[src/rtl/gpu_pkg.sv]
// Shared definitions for the line rasterizer: FSM encoding, default screen
// geometry and common colour values.
package gpu_pkg;

    typedef enum logic [1:0] {
        ST_IDLE  = 2'd0,
        ST_SETUP = 2'd1,
        ST_DRAW  = 2'd2,
        ST_DONE  = 2'd3
    } gpu_state_e;

    localparam int DEF_SCREEN_W = 640;
    localparam int DEF_SCREEN_H = 480;

    localparam logic [15:0] WHITE = 16'hFFFF;
    localparam logic [15:0] BLACK = 16'h0000;

endpackage

[src/rtl/SevenSeg.sv]
// Hex nibble to seven-segment decoder, active-low segments ordered gfedcba.
module SevenSeg (
    input  logic [3:0] I_HEX,
    output logic [6:0] O_SEG
);

    always_comb begin
        O_SEG = 7'h7F;
        case (I_HEX)
            4'h0: O_SEG = 7'h40;
            4'h1: O_SEG = 7'h79;
            4'h2: O_SEG = 7'h24;
            4'h3: O_SEG = 7'h30;
            4'h4: O_SEG = 7'h19;
            4'h5: O_SEG = 7'h12;
            4'h6: O_SEG = 7'h02;
            4'h7: O_SEG = 7'h78;
            4'h8: O_SEG = 7'h00;
            4'h9: O_SEG = 7'h10;
            4'hA: O_SEG = 7'h08;
            4'hB: O_SEG = 7'h03;
            4'hC: O_SEG = 7'h46;
            4'hD: O_SEG = 7'h21;
            4'hE: O_SEG = 7'h06;
            4'hF: O_SEG = 7'h0E;
            default: O_SEG = 7'h7F;
        endcase
    end

endmodule

[src/rtl/gpu_line_step.sv]
// Combinational Bresenham step: advances (x,y,err) by one pixel and flags
// when the current point is the line's end point.
module gpu_line_step #(
    parameter int COORD_W = 10
) (
    input  logic [COORD_W-1:0]        i_x,
    input  logic [COORD_W-1:0]        i_y,
    input  logic [COORD_W-1:0]        i_x1,
    input  logic [COORD_W-1:0]        i_y1,
    input  logic [COORD_W-1:0]        i_dx,
    input  logic [COORD_W-1:0]        i_dy,
    input  logic signed [COORD_W+1:0] i_err,
    input  logic                      i_sx_neg,
    input  logic                      i_sy_neg,
    output logic [COORD_W-1:0]        o_x,
    output logic [COORD_W-1:0]        o_y,
    output logic signed [COORD_W+1:0] o_err,
    output logic                      o_at_end
);

    localparam int EW = COORD_W + 2;
    localparam logic [COORD_W-1:0] ONE = COORD_W'(1);

    // One extra bit so that 2*err and the running sum never overflow.
    logic signed [EW:0] e2;
    logic signed [EW:0] dx_s;
    logic signed [EW:0] dy_s;
    logic signed [EW:0] err_acc;

    always_comb begin
        e2       = {i_err, 1'b0};
        dx_s     = $signed({3'b000, i_dx});
        dy_s     = $signed({3'b000, i_dy});
        err_acc  = {i_err[EW-1], i_err};
        o_x      = i_x;
        o_y      = i_y;
        o_at_end = (i_x == i_x1) && (i_y == i_y1);

        // Both tests use the pre-step error term.
        if (e2 > -dy_s) begin
            err_acc = err_acc - dy_s;
            o_x     = i_sx_neg ? (i_x - ONE) : (i_x + ONE);
        end
        if (e2 < dx_s) begin
            err_acc = err_acc + dx_s;
            o_y     = i_sy_neg ? (i_y - ONE) : (i_y + ONE);
        end
        o_err = err_acc[EW-1:0];
    end

endmodule

[src/rtl/gpu_line_raster.sv]
// All-octant Bresenham line rasterizer streaming clipped pixel writes into the
// framebuffer while video is blanked. GPU_LINE_SSEG_EN adds a hex pixel-count display.
module gpu_line_raster
    import gpu_pkg::*;
#(
    parameter int SCREEN_W = DEF_SCREEN_W,
    parameter int SCREEN_H = DEF_SCREEN_H,
    parameter int COORD_W  = 10,
    parameter int ADDR_W   = 18,
    parameter int DATA_W   = 16
) (
    input  logic               I_CLK,
    input  logic               I_RST_N,
    input  logic               I_VIDEO_ON,
    input  logic               I_CMD_VALID,
    output logic               O_CMD_READY,
    input  logic [COORD_W-1:0] I_X0,
    input  logic [COORD_W-1:0] I_Y0,
    input  logic [COORD_W-1:0] I_X1,
    input  logic [COORD_W-1:0] I_Y1,
    input  logic [DATA_W-1:0]  I_COLOR,
    output logic [ADDR_W-1:0]  O_GPU_ADDR,
    output logic [DATA_W-1:0]  O_GPU_DATA,
    output logic               O_GPU_WRITE,
    output logic               O_GPU_READ,
    output logic               O_BUSY,
    output logic               O_DONE,
    output logic [COORD_W:0]   O_PIX_COUNT,
    output logic [6:0]         O_HEX0,
    output logic [6:0]         O_HEX1,
    output logic [6:0]         O_HEX2,
    output logic [6:0]         O_HEX3,
    output logic [1:0]         O_DBG_STATE
);

    // Command handshake: a line is accepted on a rising edge where
    // I_CMD_VALID and O_CMD_READY are both high; O_CMD_READY is high only in IDLE.

    localparam int EW = COORD_W + 2;

    gpu_state_e state_q, state_d;

    logic [COORD_W-1:0]   x_q, x_d, y_q, y_d;
    logic [COORD_W-1:0]   x1_q, x1_d, y1_q, y1_d;
    logic [COORD_W-1:0]   dx_q, dx_d, dy_q, dy_d;
    logic                 sx_neg_q, sx_neg_d, sy_neg_q, sy_neg_d;
    logic signed [EW-1:0] err_q, err_d;
    logic [DATA_W-1:0]    color_q, color_d;
    logic [COORD_W:0]     cnt_q, cnt_d;

    logic [ADDR_W-1:0]    addr_q, addr_d;
    logic [DATA_W-1:0]    data_q, data_d;
    logic                 write_q, write_d;
    logic                 busy_q, busy_d;
    logic                 done_q, done_d;
    logic                 ready_q, ready_d;
    logic [COORD_W:0]     pix_q, pix_d;

    logic [COORD_W-1:0]   step_x, step_y;
    logic signed [EW-1:0] step_err;
    logic                 at_end;
    logic                 on_screen;

    gpu_line_step #(
        .COORD_W (COORD_W)
    ) u_step (
        .i_x      (x_q),
        .i_y      (y_q),
        .i_x1     (x1_q),
        .i_y1     (y1_q),
        .i_dx     (dx_q),
        .i_dy     (dy_q),
        .i_err    (err_q),
        .i_sx_neg (sx_neg_q),
        .i_sy_neg (sy_neg_q),
        .o_x      (step_x),
        .o_y      (step_y),
        .o_err    (step_err),
        .o_at_end (at_end)
    );

    assign on_screen = (32'(x_q) < 32'(SCREEN_W)) && (32'(y_q) < 32'(SCREEN_H));

    always_comb begin
        state_d  = state_q;
        x_d      = x_q;
        y_d      = y_q;
        x1_d     = x1_q;
        y1_d     = y1_q;
        dx_d     = dx_q;
        dy_d     = dy_q;
        sx_neg_d = sx_neg_q;
        sy_neg_d = sy_neg_q;
        err_d    = err_q;
        color_d  = color_q;
        cnt_d    = cnt_q;
        addr_d   = addr_q;
        data_d   = data_q;
        write_d  = 1'b0;
        done_d   = 1'b0;
        pix_d    = pix_q;

        case (state_q)
            ST_IDLE: begin
                if (I_CMD_VALID && ready_q) begin
                    x_d     = I_X0;
                    y_d     = I_Y0;
                    x1_d    = I_X1;
                    y1_d    = I_Y1;
                    color_d = I_COLOR;
                    state_d = ST_SETUP;
                end
            end
            ST_SETUP: begin
                dx_d     = (x1_q >= x_q) ? (x1_q - x_q) : (x_q - x1_q);
                dy_d     = (y1_q >= y_q) ? (y1_q - y_q) : (y_q - y1_q);
                sx_neg_d = (x1_q < x_q);
                sy_neg_d = (y1_q < y_q);
                err_d    = $signed({2'b00, dx_d}) - $signed({2'b00, dy_d});
                cnt_d    = '0;
                state_d  = ST_DRAW;
            end
            ST_DRAW: begin
                // While video is on, everything holds so no pixel is skipped or repeated.
                if (!I_VIDEO_ON) begin
                    if (on_screen) begin
                        addr_d  = ADDR_W'(32'(y_q) * 32'(SCREEN_W) + 32'(x_q));
                        data_d  = color_q;
                        write_d = 1'b1;
                        cnt_d   = cnt_q + (COORD_W+1)'(1);
                    end
                    if (at_end) begin
                        state_d = ST_DONE;
                    end else begin
                        x_d   = step_x;
                        y_d   = step_y;
                        err_d = step_err;
                    end
                end
            end
            ST_DONE: begin
                done_d  = 1'b1;
                pix_d   = cnt_q;
                state_d = ST_IDLE;
            end
            default: state_d = ST_IDLE;
        endcase

        busy_d  = (state_d != ST_IDLE);
        ready_d = (state_d == ST_IDLE);
    end

    always_ff @(posedge I_CLK or negedge I_RST_N) begin
        if (!I_RST_N) begin
            state_q  <= ST_IDLE;
            x_q      <= '0;
            y_q      <= '0;
            x1_q     <= '0;
            y1_q     <= '0;
            dx_q     <= '0;
            dy_q     <= '0;
            sx_neg_q <= 1'b0;
            sy_neg_q <= 1'b0;
            err_q    <= '0;
            color_q  <= DATA_W'(BLACK);
            cnt_q    <= '0;
            addr_q   <= '0;
            data_q   <= '0;
            write_q  <= 1'b0;
            busy_q   <= 1'b0;
            done_q   <= 1'b0;
            ready_q  <= 1'b1;
            pix_q    <= '0;
        end else begin
            state_q  <= state_d;
            x_q      <= x_d;
            y_q      <= y_d;
            x1_q     <= x1_d;
            y1_q     <= y1_d;
            dx_q     <= dx_d;
            dy_q     <= dy_d;
            sx_neg_q <= sx_neg_d;
            sy_neg_q <= sy_neg_d;
            err_q    <= err_d;
            color_q  <= color_d;
            cnt_q    <= cnt_d;
            addr_q   <= addr_d;
            data_q   <= data_d;
            write_q  <= write_d;
            busy_q   <= busy_d;
            done_q   <= done_d;
            ready_q  <= ready_d;
            pix_q    <= pix_d;
        end
    end

    assign O_CMD_READY = ready_q;
    assign O_GPU_ADDR  = addr_q;
    assign O_GPU_DATA  = data_q;
    assign O_GPU_WRITE = write_q;
    assign O_GPU_READ  = 1'b0;
    assign O_BUSY      = busy_q;
    assign O_DONE      = done_q;
    assign O_PIX_COUNT = pix_q;
    assign O_DBG_STATE = state_q;

`ifdef GPU_LINE_SSEG_EN
    logic [15:0] cnt_hex;
    assign cnt_hex = 16'(pix_q);

    SevenSeg u_seg0 (.I_HEX(cnt_hex[3:0]),   .O_SEG(O_HEX0));
    SevenSeg u_seg1 (.I_HEX(cnt_hex[7:4]),   .O_SEG(O_HEX1));
    SevenSeg u_seg2 (.I_HEX(cnt_hex[11:8]),  .O_SEG(O_HEX2));
    SevenSeg u_seg3 (.I_HEX(cnt_hex[15:12]), .O_SEG(O_HEX3));
`else
    assign O_HEX0 = 7'h7F;
    assign O_HEX1 = 7'h7F;
    assign O_HEX2 = 7'h7F;
    assign O_HEX3 = 7'h7F;
`endif

endmodule

[config.mk]
export PLATFORM = sky130hd
export DESIGN_NAME = gpu_line_raster
export DESIGN_NICKNAME = d
export VERILOG_FILES = /design/src/rtl/gpu_pkg.sv /design/src/rtl/SevenSeg.sv /design/src/rtl/gpu_line_step.sv /design/src/rtl/gpu_line_raster.sv
export SDC_FILE = /design/constraint.sdc
export NUM_CORES = 1
export LEC_CHECK = 0
export ABC_CLOCK_PERIOD_IN_PS = 5300
export CORE_UTILIZATION = 45
export DETAILED_ROUTE_END_ITERATION = 10
export HOLD_SLACK_MARGIN = 0.1
export PLACE_DENSITY = 0.69
export SYNTH_ARGS = -nofsm -noshare
export SYNTH_HDL_FRONTEND = slang
export SYNTH_HIERARCHICAL = 1
export SYNTH_SLANG_ARGS = --single-unit
[constraint.sdc]
create_clock -name I_CLK -period 5.3 [get_ports I_CLK]
set_clock_uncertainty 0.15 [all_clocks]
set_input_delay 1.06 -clock I_CLK [delete_from_list [all_inputs] [get_ports I_CLK]]
set_output_delay 1.06 -clock I_CLK [all_outputs]
set_load 0.01 [all_outputs]
# After elaboration in Yosys (flattened, before gate mapping)

Cells that the tools add are included.

Register bits after elaboration: 152
Bits in latches: 0
Memory bits (writable): 0
ROM bits: 0
Logic and storage cells: 98
Memories: 0

$add $sub $neg: 14
Multiply operators: 1
Divide/modulo/power cells: 0
Magnitude comparators: 8
Equal/unequal tests: 11
Shift operators: 0
Multiplexer cells: 30
Bitwise logic cells: 1
Reduce and logical (&&, ||, !) cells: 14

Operator list:

| kind                                                                           | number |
|---|---|
| 10-bit 2-to-1 mux                                                              | 12 |
| 12-bit 2-to-1 mux                                                              | 4 |
| 10-bit case mux with 2 select lines                                            | 2 |
| 10-bit subtractor                                                              | 4 |
| 12-bit case mux with 2 select lines                                            | 1 |
| 11-bit 2-to-1 mux                                                              | 2 |
| 11-bit case mux with 2 select lines                                            | 1 |
| 10-bit by 1-bit adder with 10-bit output (second input constant)               | 2 |
| 10-bit == test                                                                 | 2 |
| 10-bit >= comparator                                                           | 2 |
| 10-bit less-than comparator                                                    | 2 |
| 10-bit by 1-bit subtractor with 10-bit output (second input constant)          | 2 |
| 18-bit by 10-bit adder with 18-bit output                                      | 1 |
| 13-bit greater-than comparator                                                 | 1 |
| 13-bit by 11-bit less-than comparator with 1-bit output                        | 1 |
| 10-bit negator with 13-bit output                                              | 1 |
| 12-bit by 11-bit adder with 12-bit output                                      | 1 |
| 12-bit by 11-bit subtractor with 12-bit output                                 | 1 |
| 11-bit by 1-bit adder with 11-bit output (second input constant)               | 1 |
| 10-bit by 3-bit multiplier with 11-bit output (second input constant)          | 1 |
| 10-bit by 10-bit subtractor with 11-bit output                                 | 1 |
| 10-bit less-than comparator (second input constant)                            | 1 |
| 10-bit by 9-bit less-than comparator with 1-bit output (second input constant) | 1 |
| 5-bit AND reduction                                                            | 2 |
| other kinds (13)                                                               | 30 |

# Depth between registers and ports, before layout

Gate-level depths: netlist of the first run.

Depth after elaboration: 8
Depth in mapped cells: 27
Depth with buffers taken out: 25

# Cells and area by module

The synthesis of the first run kept the hierarchy.

By module, submodules not included:

| module          | times used | cells each | area an instance (um^2) | sequential area each (um^2) |
|---|---|---|---|---|
| gpu_line_raster | 1          | 951        | 9,208.8                 | 3,804.9 |
| gpu_line_step   | 1          | 379        | 2,897.8                 | 0.0 |

# Least setup slack after synthesis of the first run

OpenSTA, ideal clock, no wires.

Path kind: flip-flop to flip-flop
From: reg dy_q[4]
To: reg err_q[9]
Data arrival time: 4,709 ps
Data required time: 5,022 ps
Setup slack: 313 ps
Stages on the path, launching flop included: 24
Path buffers: 1
Period minus slack after synthesis: 4,987 ps
Path through: dfrtp_1 > nor4_1 > nand2_1 > nor4_1 > xnor2_1 > ha_1 > nand3_1 > nor3_1 > o21ai_0 > or2_1 > and3_1 > buf_2 > mux2_2 > ha_1 > and3_1 > a221oi_2 > a21oi_2 > a21o_1 > a21oi_1 > xor2_1 > nor2_1 > or3_1 > o221ai_1 > a21oi_1

Longest elaborated chain between the ends: 8
Elaborated cells on any way between the ends: 9
Those cells by class: add/sub (3); order compare (1); mux (5)

Ends and longest elaborated chain:

| what                                      | RTL line               | source |
|---|---|---|
| start: declaration                        | gpu_line_raster.sv:45  | `logic [COORD_W-1:0] dx_q, dx_d, dy_q, dy_d;` |
| start signal: assignment                  | gpu_line_raster.sv:181 | `dy_q <= dy_d;` |
| 10-bit negator with 13-bit output         | gpu_line_step.sv:40    | `if (e2 > -dy_s) begin` |
| 13-bit greater-than comparator            | gpu_line_step.sv:40    |  |
| 12-bit 2-to-1 mux *                       | gpu_line_step.sv:40    |  |
| 12-bit by 11-bit adder with 12-bit output | gpu_line_step.sv:45    | `err_acc = err_acc + dx_s;` |
| 12-bit 2-to-1 mux *                       | gpu_line_step.sv:44    | `if (e2 < dx_s) begin` |
| net step_err[9]                           | gpu_line_raster.sv:60  | `logic signed [EW-1:0] step_err;` |
| 12-bit 2-to-1 mux *                       | gpu_line_raster.sv:132 | `if (at_end) begin` |
| 12-bit 2-to-1 mux *                       | gpu_line_raster.sv:125 | `if (!I_VIDEO_ON) begin` |
| 12-bit case mux with 2 select lines *     | gpu_line_raster.sv:103 | `case (state_q)` |
| end signal: assignment                    | gpu_line_raster.sv:184 | `err_q <= err_d;` |
| end: declaration                          | gpu_line_raster.sv:47  | `logic signed [EW-1:0] err_q, err_d;` |

The timed path passes the listed nets; every way through them passes the cells marked *. The select of a mux whose other input is x is not followed.
A chain may end at the register's enable or synchronous reset.

# Worst setup path in the final report of the first run

From: reg dy_q[3]
To: reg err_q[9]

Same word-level chain as after synthesis.

==> results.py, run 1 <==
metrics = {
    "min_path": {
        "hold_class": "flip-flop to flip-flop",
    },
    "yosys": {
        "muxShareOfSynthArea_pct": 9.622,
        "synth_top_family_by_area": "compound AO/OA/AOI/OAI gates",
        "avgSynthCellArea_um2": 9.103,
        "syn_area_um2": 12110,
        "synth_top_area_share_pct": 31.21,
        "synth-seq-cells": 152,
        "synthSimpleGateAreaFrac_pct": 14.46,
        "synth_cell_types": 79,
        "synth_compound_area_share_pct": 15.52,
        "ys_async_sr_fraction_pct": 100.0,
        "synth_fa_ha_area_share_pct": 15.25,
        "yosys.area.top_type": "dfrtp_1",
        "synthCells": 1330,
        "synth-xor-area-share_pct": 7.234,
        "synth-warning-count": 6,
        "synthTopCellsByArea": "dfrtp_1 (31%), ha_1 (13%), mux2_2 (7.2%)",
        "synthFlopType": "dfrtp_1",
        "synth_edf_count": 0,
        "yosysMostFrequentCell": "dfrtp_1",
        "yosysSeqAreaShare_pct": 31.43,
        "synth_commonest_cells": "dfrtp_1 (151), nand2_1 (133), ha_1 (130)",
    },
    "place": {
        "dp_hpwl_um": 22030,
        "portBuffers": 110,
        "place_area_um2": 13500,
        "gp_congestion": 0.8957,
    },
    "critical_path": {
        "endpoint": "err_q[9]",
        "start_kind": "flip-flop",
        "r2r-start": "dy_q[3]",
        "cp.depth": 22,
        "r2r_slack_ps": 210,
        "crit_top_cell": "a21oi_2",
        "path_max_fanout": 6,
        "crit_required_ps": 5460,
        "worst-path-buf-inv": 1,
        "crit_family": "compound AO/OA/AOI/OAI gates",
        "timing.rr.end": "err_q[9]",
        "arrival_ps": 5250,
        "rr_worst_depth": 22,
        "critical_path_class": "flip-flop to flip-flop",
        "worstPathCellList": "nor4_4 -> nand2_1 -> buf_6 -> xnor2_1 -> ha_1 -> a21oi_2 -> nor2_1 -> o41ai_2 -> nand4b_1 -> and3_4 -> mux2_4 -> ha_1 -> a21o_1 -> a221oi_4 -> a21oi_2 -> a21o_1 -> a21oi_2 -> xor2_1 -> nor2_1 -> or3_1 -> o221ai_2 -> a21oi_1",
        "cp-startpoint": "dy_q[3]",
        "end_kind": "flip-flop",
        "max_stage_delay_ps": 420,
        "critical_path.slowest_cell": "dfrtp_1",
    },
    "grt": {
        "gr-usage-met1_pct": 27.85,
        "grt_max_degree": 62,
        "busiest_layer": "met2",
        "grt_util_all_layers_pct": 21.53,
        "grt_use_met2_pct": 36.51,
        "grt_pass1_vias": 9422,
        "grt.overflow.total": 0,
        "antenna_found_initial": 0,
        "use_met3_pct": 3.908,
        "grt_pass1_wl_um": 47960,
    },
    "clock_tree": {
        "cts_buffers": 17,
        "cts.sinks": 152,
        "cts_hold_buf": 0,
        "cts_tree": "done",
        "cts.reportedPaths.clkPinSlew_ps": 70,
        "clkLatencyLatePin_ps": 430,
        "clockBufferDepth": 2,
        "root_buffer": "clkbuf_16",
        "htree_num_levels": 4,
    },
    "detailed_routing": {
        "dr.pass1.iters": 7,
        "via_per_inst": 5.405,
        "vias": 9654,
        "routedWlPerCell_um": 16.31,
        "drt-initial-drc-count": 486,
        "wl_um": 29130,
        "drc": 4,
        "postRouteAntennaNets": 0,
    },
    "sta": {
        "holdWs_ps": 316.2,
        "finalCriticalPeriod_ps": 5090,
        "max_freq_mhz": 196.5,
        "slew_viol_final": 0,
        "hold_viol_final": 0,
        "finalSetupViolCount": 0,
        "max-slew-margin-rel_pct": 34.72,
        "post-route-period-util_pct": 96.04,
        "tightest_slew_ps": 978.1,
    },
    "floorplanning": {
        "start_util_pct": 46.20,
        "die_area_um2": 27560,
        "core_um2": 26210,
        "io_pins": 140,
        "die_h_um": 166.0,
        "rows": 59,
        "die_x_um": 166.0,
    },
    "finish": {
        "syn_to_final_growth_pct": 17.60,
        "fillers": 2328,
        "multi_input_area_um2": 7756,
        "final_core_util_pct": 54.33,
        "stdcell_area_um2": 14240,
        "layout.nets": 1639,
        "drive_above_1_share_pct": 12.13,
        "seqCellArea_um2": 3805,
        "diodes": 0,
    },
    "run_status": {
        "violations": "DRC",
        "status": "complete, but fails checks",
    },
    "job": {
        "maxCapViolCount": 0,
    },
}
[stage by stage]
step	setup slack [ps]	cells	TNS, ps
floorplan	313.3	1357	0
global placement	45.48	1751	0
detailed placement	-76.63	1751	-201.9
CTS	44.29	1783	0
global route	-47.92	1786	-77.29
finish	209.8	1786	0
[metal layers]
layer  vias up  part of all wire (%)
met5         -                     0
met4         0                   2.0
met3        32                   4.0
met2       187                    48
met1      4633                    46
li1       4802                     -
[worst register-to-register path, cell delays in order (launching register included)]
cell	delay [ps]
dfrtp_1	420
nor4_4	320
nand2_1	150
buf_6	150
xnor2_1	120
ha_1	330
a21oi_2	170
nor2_1	70
o41ai_2	270
nand4b_1	140
and3_4	230
mux2_4	330
ha_1	280
a21o_1	220
a221oi_4	340
a21oi_2	120
a21o_1	200
a21oi_2	140
xor2_1	160
nor2_1	50
or3_1	390
o221ai_2	180
a21oi_1	60
[state kept, by name, indices dropped and copies added (netlist names), 11 cells and up]
signal       cells
O_GPU_ADDR      18
cnt_q           11
color_q         16
O_GPU_DATA      16
err_q           12
O_PIX_COUNT     11
[cell families after synthesis]
family | Yosys count
muxes | 106
adders and majority gates | 141
buffers and inverters | 169
DFF | 152
AOI/OAI and AO/OA | 288
other | 2
xor gates and xnor gates | 100
and+or+nand+nor | 372
[cell type report]
type                    instances  area share (%)
repair buffers                134           9.061
clock buffers                  17           2.988
well taps                     335           2.944
inverters                      97           2.557
clock inverters                15           1.248
multi-input cells            1036           54.48
flip-flops and latches        152           26.72
[worst min path at each step]
stage                     start              to  slack (ps)  depth (start not counted)
CTS                  color_q[0]   O_GPU_DATA[0]         320                          2
floorplan            color_q[0]   O_GPU_DATA[0]         280                          2
global placement     color_q[6]   O_GPU_DATA[6]         290                          2
global route        color_q[12]  O_GPU_DATA[12]         340                          2
detailed placement   color_q[6]   O_GPU_DATA[6]         300                          2
finish               color_q[3]   O_GPU_DATA[3]         320                          2
[cell usage in the layout, fill, tap and decap left out, types with 6 or more instances in the layout]
cell             count
a211oi_1            12
a21o_1              26
a21oi_1             73
a31oi_1              8
and2_1              10
and3_1              13
buf_4               22
clkbuf_16           17
clkdlybuf4s50_1    109
clkinv_8             6
conb_1              29
dfrtp_1            151
fa_1                10
ha_1               127
inv_1               95
inv_6                6
mux2_2              76
mux2i_1             26
nand2_1            132
nand2b_1            11
nand3_1             19
nand4_1             13
nor2_1              96
nor2b_1             20
nor3_1              13
nor3b_1              7
o211ai_1             7
o21a_1              14
o21ai_0             74
o21ai_1             10
or3_1                9
xnor2_1             56
xor2_1              44
[what timing repair did]
| action | CTS | global route |
|---|---|---|
| setup endpoints to repair | 4 | 5 |
| setup buffers | 0 | 3 |
| resized for setup | 2 | 23 |
| pin swaps | 0 | 12 |
Power of run 1 is not shown: default switching activity piles up to over one toggle a cycle in this logic, so the estimate is an artifact.
==> run 2, diff against run 1 <==
Settings changed: CTS_CLUSTER_SIZE from default to 14, SKIP_CTS_REPAIR_TIMING from default to 1.
==> run 2 against run 1 <==
The flow still finishes with violations (DRC). Flip-flop and latch count did not move. Worst hold slack is essentially flat. Count of clock-buffer cells in the layout is the same. Register-to-register slack improved by 90 ps. Core utilization unchanged. Design area did not move. Sequential share of layout area is the same. Non-clock buffer count stayed put. Global-route usage about the same. Largest cell class unchanged. Highest routed layer unchanged.
==> results.py, run 2 (same netlist as run 1, synthesis figures left out) <==
metrics = {
    "grt": {
        "antenna_found_initial": 0,
        "grt_pass1_wl_um": 47940,
        "grt_util_all_layers_pct": 21.52,
        "grt_pass1_vias": 9417,
        "grt_max_degree": 62,
        "grt.overflow.total": 0,
    },
    "critical_path": {
        "rr_worst_depth": 23,
        "crit_required_ps": 5510,
        "r2r-start": "dy_q[1]",
        "path_max_fanout": 6,
        "crit_family": "compound AO/OA/AOI/OAI gates",
        "endpoint": "err_q[11]",
        "timing.rr.end": "err_q[11]",
        "critical_path.slowest_cell": "dfrtp_1",
        "crit_top_cell": "ha_1",
        "worstPathCellList": "inv_1 -> ha_1 -> nand2_1 -> nor3_2 -> xnor2_1 -> ha_1 -> nand3_1 -> nor3_2 -> o21ai_1 -> or2_1 -> and3_4 -> mux2_4 -> ha_1 -> a21o_1 -> a221oi_4 -> a21oi_2 -> and4_4 -> a2111oi_4 -> o21bai_1 -> a21oi_1 -> xnor2_1 -> nand2_1 -> a21oi_1",
        "cp-startpoint": "dy_q[1]",
        "start_kind": "flip-flop",
        "max_stage_delay_ps": 400,
        "cp.depth": 23,
        "worst-path-buf-inv": 1,
        "critical_path_class": "flip-flop to flip-flop",
        "end_kind": "flip-flop",
        "arrival_ps": 5210,
        "r2r_slack_ps": 300,
    },
    "finish": {
        "instances_no_fill": 1786,
        "final_common_cell": "dfrtp_1",
        "drive_above_1_share_pct": 11.99,
        "fillers": 2332,
        "layout.nets": 1639,
        "syn_to_final_growth_pct": 17.60,
        "layout_common_cells": "dfrtp_1 (151), nand2_1 (132), ha_1 (127), clkdlybuf4s50_1 (109)",
        "largest_reg_flops": 18,
        "diodes": 0,
        "stdcell_area_um2": 14240,
    },
    "clock_tree": {
        "clockBufferDepth": 2,
        "clkLatencyLatePin_ps": 430,
        "root_buffer": "clkbuf_16",
        "cts.reportedPaths.clkPinSlew_ps": 80,
        "htree_num_levels": 4,
        "cts_buffers": 17,
        "cts_tree": "done",
        "cts.sinks": 152,
    },
    "floorplanning": {
        "core_um2": 26210,
        "start_util_pct": 46.20,
        "die_h_um": 166.0,
        "die_area_um2": 27560,
        "die_x_um": 166.0,
        "rows": 59,
        "io_pins": 140,
    },
    "sta": {
        "holdWs_ps": 316.4,
        "finalCriticalPeriod_ps": 5002,
        "post-route-period-util_pct": 94.39,
        "max-slew-margin-rel_pct": 34.54,
        "finalSetupViolCount": 0,
        "tightest_slew_ps": 980.8,
        "hold_viol_final": 0,
        "slew_viol_final": 0,
        "max_freq_mhz": 199.9,
    },
    "detailed_routing": {
        "wl_um": 29070,
        "drt-initial-drc-count": 530,
        "drc": 4,
        "via_per_inst": 5.380,
        "routedWlPerCell_um": 16.27,
        "postRouteAntennaNets": 0,
        "dr.pass1.iters": 8,
        "vias": 9609,
    },
    "min_path": {
        "hold_class": "flip-flop to flip-flop",
        "hp-start": "color_q[3]",
        "min_path_cells": 2,
    },
    "job": {
        "maxCapViolCount": 0,
    },
    "run_status": {
        "violations": "DRC",
        "status": "complete, but fails checks",
    },
    "place": {
        "dp_hpwl_um": 22030,
        "place_area_um2": 13500,
        "place_inst": 1751,
        "portBuffers": 110,
        "gp_congestion": 0.8957,
    },
}
==> run 2: per-layer routing <==
| layer | routed length (um) | vias to the layer above | GRT usage, % |
|---|---|---|---|
| li1 | - | 4800 | - |
| met1 | 13580 | 4612 | 27.79 |
| met2 | 13810 | 165 | 36.58 |
| met3 | 1071 | 32 | 3.908 |
| met4 | 597 | 0 | 6.461 |
| met5 | 0 | - | 0 |
==> run 2: area by class of cell <==
class | count | area (um^2) | share of cell area, %
well taps | 335 | 419.2 | 2.944
repair buffers | 134 | 1286 | 9.034
clock inverters | 15 | 177.7 | 1.248
multi-input cells | 1036 | 7760 | 54.50
clock buffers | 17 | 425.4 | 2.988
inverters | 97 | 364.1 | 2.557
flip-flops and latches | 152 | 3805 | 26.72
==> run 2: per-stage QoR <==
step	setup slack, ps	setup TNS (ps)	util [%]
floorplan	313.3	0	-
global placement	45.48	0	51.52
detailed placement	-76.63	-201.9	51.52
CTS	-85.65	-295.5	53.82
global route	-18.41	-18.41	54.33
finish	297.5	0	54.33
==> run 2: worst min-delay path by stage <==
stage,endpoint
2_1_floorplan,O_GPU_DATA[0]
3_3_place_gp,O_GPU_DATA[6]
3_5_place_dp,O_GPU_DATA[6]
4_1_cts,O_GPU_DATA[0]
5_1_grt,O_GPU_DATA[12]
6_report,O_GPU_DATA[3]
==> run 2: worst register-to-register path: stages, from the launching register on <==
cell,delay [ps]
dfrtp_1,400
inv_1,140
ha_1,230
nand2_1,110
nor3_2,190
xnor2_1,110
ha_1,320
nand3_1,120
nor3_2,220
o21ai_1,100
or2_1,220
and3_4,190
mux2_4,330
ha_1,280
a21o_1,220
a221oi_4,330
a21oi_2,120
and4_4,210
a2111oi_4,310
o21bai_1,160
a21oi_1,90
xnor2_1,160
nand2_1,60
a21oi_1,160
Power of run 2 is left out for the same reason.
==> run 3, diff against run 2 <==
Settings changed: CORE_UTILIZATION 45 to 41, PLACE_DENSITY 0.69 to default.
==> run 3 against run 2 <==
The run now ends clean. Non-clock buffer count increased by 7. Wire length increased by 2.5%. Worst hold slack got worse by 5.6 ps. Worst setup slack got worse by 160 ps. Critical path depth increased by 1. Via count decreased by 1.4%. Flip-flop and latch count unchanged. Core utilization decreased by 4.8 points. Design area increased by 0.31%. Global-route usage decreased by 1.1 points. Maximum frequency decreased by 3.2%. Critical path type unchanged. Largest cell class unchanged.
==> results.py, run 3 (same netlist as run 1, synthesis figures left out) <==
metrics = {
    "detailed_routing": {
        "routedWlPerCell_um": 16.18,
        "drc": 0,
        "via_per_inst": 5.141,
        "vias": 9470,
        "postRouteAntennaNets": 0,
        "dr.pass1.iters": 4,
        "drt-initial-drc-count": 476,
        "wl_um": 29810,
    },
    "critical_path": {
        "worst-path-buf-inv": 2,
        "critical_path_class": "flip-flop to flip-flop",
        "critical_path.slowest_cell": "dfrtp_1",
        "worstPathCellList": "nor4_2 -> buf_4 -> nand2_1 -> buf_4 -> nor2_1 -> xnor2_1 -> ha_1 -> nand3_2 -> nor2_1 -> o41ai_2 -> nand4b_1 -> and3_4 -> mux2_2 -> ha_1 -> and3_1 -> a221oi_4 -> a21oi_2 -> a21o_1 -> a21oi_1 -> xor2_1 -> nor2_1 -> or3_1 -> o221ai_1 -> a21oi_1",
        "crit_family": "simple AND/OR/NAND/NOR gates",
        "max_stage_delay_ps": 390,
        "arrival_ps": 5330,
        "crit_required_ps": 5460,
        "end_kind": "flip-flop",
        "r2r_slack_ps": 130,
        "start_kind": "flip-flop",
        "path_max_fanout": 6,
        "crit_top_cell": "nor2_1",
    },
    "clock_tree": {
        "cts_tree": "done",
        "root_buffer": "clkbuf_16",
        "clkLatencyLatePin_ps": 440,
        "cts_buffers": 17,
        "htree_num_levels": 4,
        "clockBufferDepth": 2,
        "cts.reportedPaths.clkPinSlew_ps": 70,
        "cts.sinks": 152,
    },
    "finish": {
        "stdcell_area_um2": 14280,
        "layout.nets": 1646,
        "drive_above_1_share_pct": 12.07,
        "diodes": 0,
        "seqCellArea_um2": 3805,
        "fillers": 2742,
        "largest_reg_flops": 18,
        "syn_to_final_growth_pct": 17.96,
        "final_common_cell": "dfrtp_1",
        "layout_common_cells": "dfrtp_1 (151), nand2_1 (133), ha_1 (127), clkdlybuf4s50_1 (109), nor2_1 (97)",
        "multi_input_area_um2": 7720,
    },
    "place": {
        "portBuffers": 110,
        "place_area_um2": 13630,
        "gp_congestion": 0.8619,
        "dp_hpwl_um": 22800,
    },
    "sta": {
        "tightest_slew_ps": 1147,
        "finalCriticalPeriod_ps": 5167,
        "max-slew-margin-rel_pct": 23.28,
        "hold_viol_final": 0,
        "max_freq_mhz": 193.5,
        "finalSetupViolCount": 0,
        "post-route-period-util_pct": 97.49,
        "slew_viol_final": 0,
    },
    "floorplanning": {
        "die_x_um": 173.8,
        "start_util_pct": 41.95,
        "core_um2": 28860,
        "die_h_um": 173.8,
        "io_pins": 140,
        "die_area_um2": 30220,
        "rows": 62,
    },
    "grt": {
        "grt_util_all_layers_pct": 20.45,
        "grt_max_degree": 100,
        "grt.overflow.total": 0,
        "antenna_found_initial": 0,
        "grt_pass1_wl_um": 49030,
        "grt_pass1_vias": 9292,
    },
    "min_path": {
        "hold_class": "flip-flop to flip-flop",
    },
    "job": {
        "maxCapViolCount": 0,
    },
    "run_status": {
        "status": "finished, final reports clean",
    },
}
[run 3: changes by cell type in the layout (fill, tap and decap cells not counted), moves of 2 or more]
| cell | delta |
|---|---|
| a21oi_1 | +2 |
| a21oi_2 | -2 |
| buf_4 | +7 |
| clkbuf_8 | +3 |
| clkinv_4 | +2 |
| clkinv_8 | -6 |
| clkinvlp_4 | +3 |
| nor4_2 | +2 |
| nor4_4 | -2 |
[run 3: routing by layer]
layer	wire length (um)	GRT usage [%]
met5	0	0
met4	275	4.825
met3	797	3.268
met2	14240	33.85
met1	14490	27.89
[run 3: metrics by stage]
step           hold slack, ps  utilization (%)  cells  TNS (ps)  setup WS, ps
4_1_cts                 315.4            49.22   1841    -760.0        -214.7
2_1_floorplan           283.1                -   1357         0         313.3
5_1_grt                 332.1            49.49   1842    -332.9        -119.3
6_report                310.8            49.49   1842         0         133.2
3_5_place_dp            298.6            47.23   1809    -592.9        -185.7
3_3_place_gp            290.5            47.23   1809         0         51.38
[run 3: path summary, 6_finish.rpt]
path                                  to  cells past startpoint       start
max                             err_q[9]                     24     dy_q[4]
min                        O_GPU_DATA[0]                      2  color_q[0]
max reg2reg                     err_q[9]                     24     dy_q[4]
min reg2reg                O_GPU_DATA[0]                      2  color_q[0]
max in group asynchronous       err_q[8]                      2     I_RST_N
min in group asynchronous         x_q[3]                      1     I_RST_N
[run 3: layout make-up]
type	count	area share, %
Clock inverter	12	0.7447
Inverter	97	2.549
Multi-Input combinational cell	1036	54.06
Tap cell	384	3.364
Sequential cell	152	26.64
Clock buffer	20	3.268
Timing Repair Buffer	141	9.374
[run 3: worst register-to-register path: stages, from the launching register on]
cell	delay [ps]
dfrtp_1	390
nor4_2	290
buf_4	170
nand2_1	100
buf_4	160
nor2_1	100
xnor2_1	130
ha_1	260
nand3_2	80
nor2_1	60
o41ai_2	270
nand4b_1	170
and3_4	240
mux2_2	290
ha_1	290
and3_1	210
a221oi_4	330
a21oi_2	120
a21o_1	180
a21oi_1	170
xor2_1	160
nor2_1	50
or3_1	390
o221ai_1	200
a21oi_1	60
Power of run 3 is left out for the same reason.
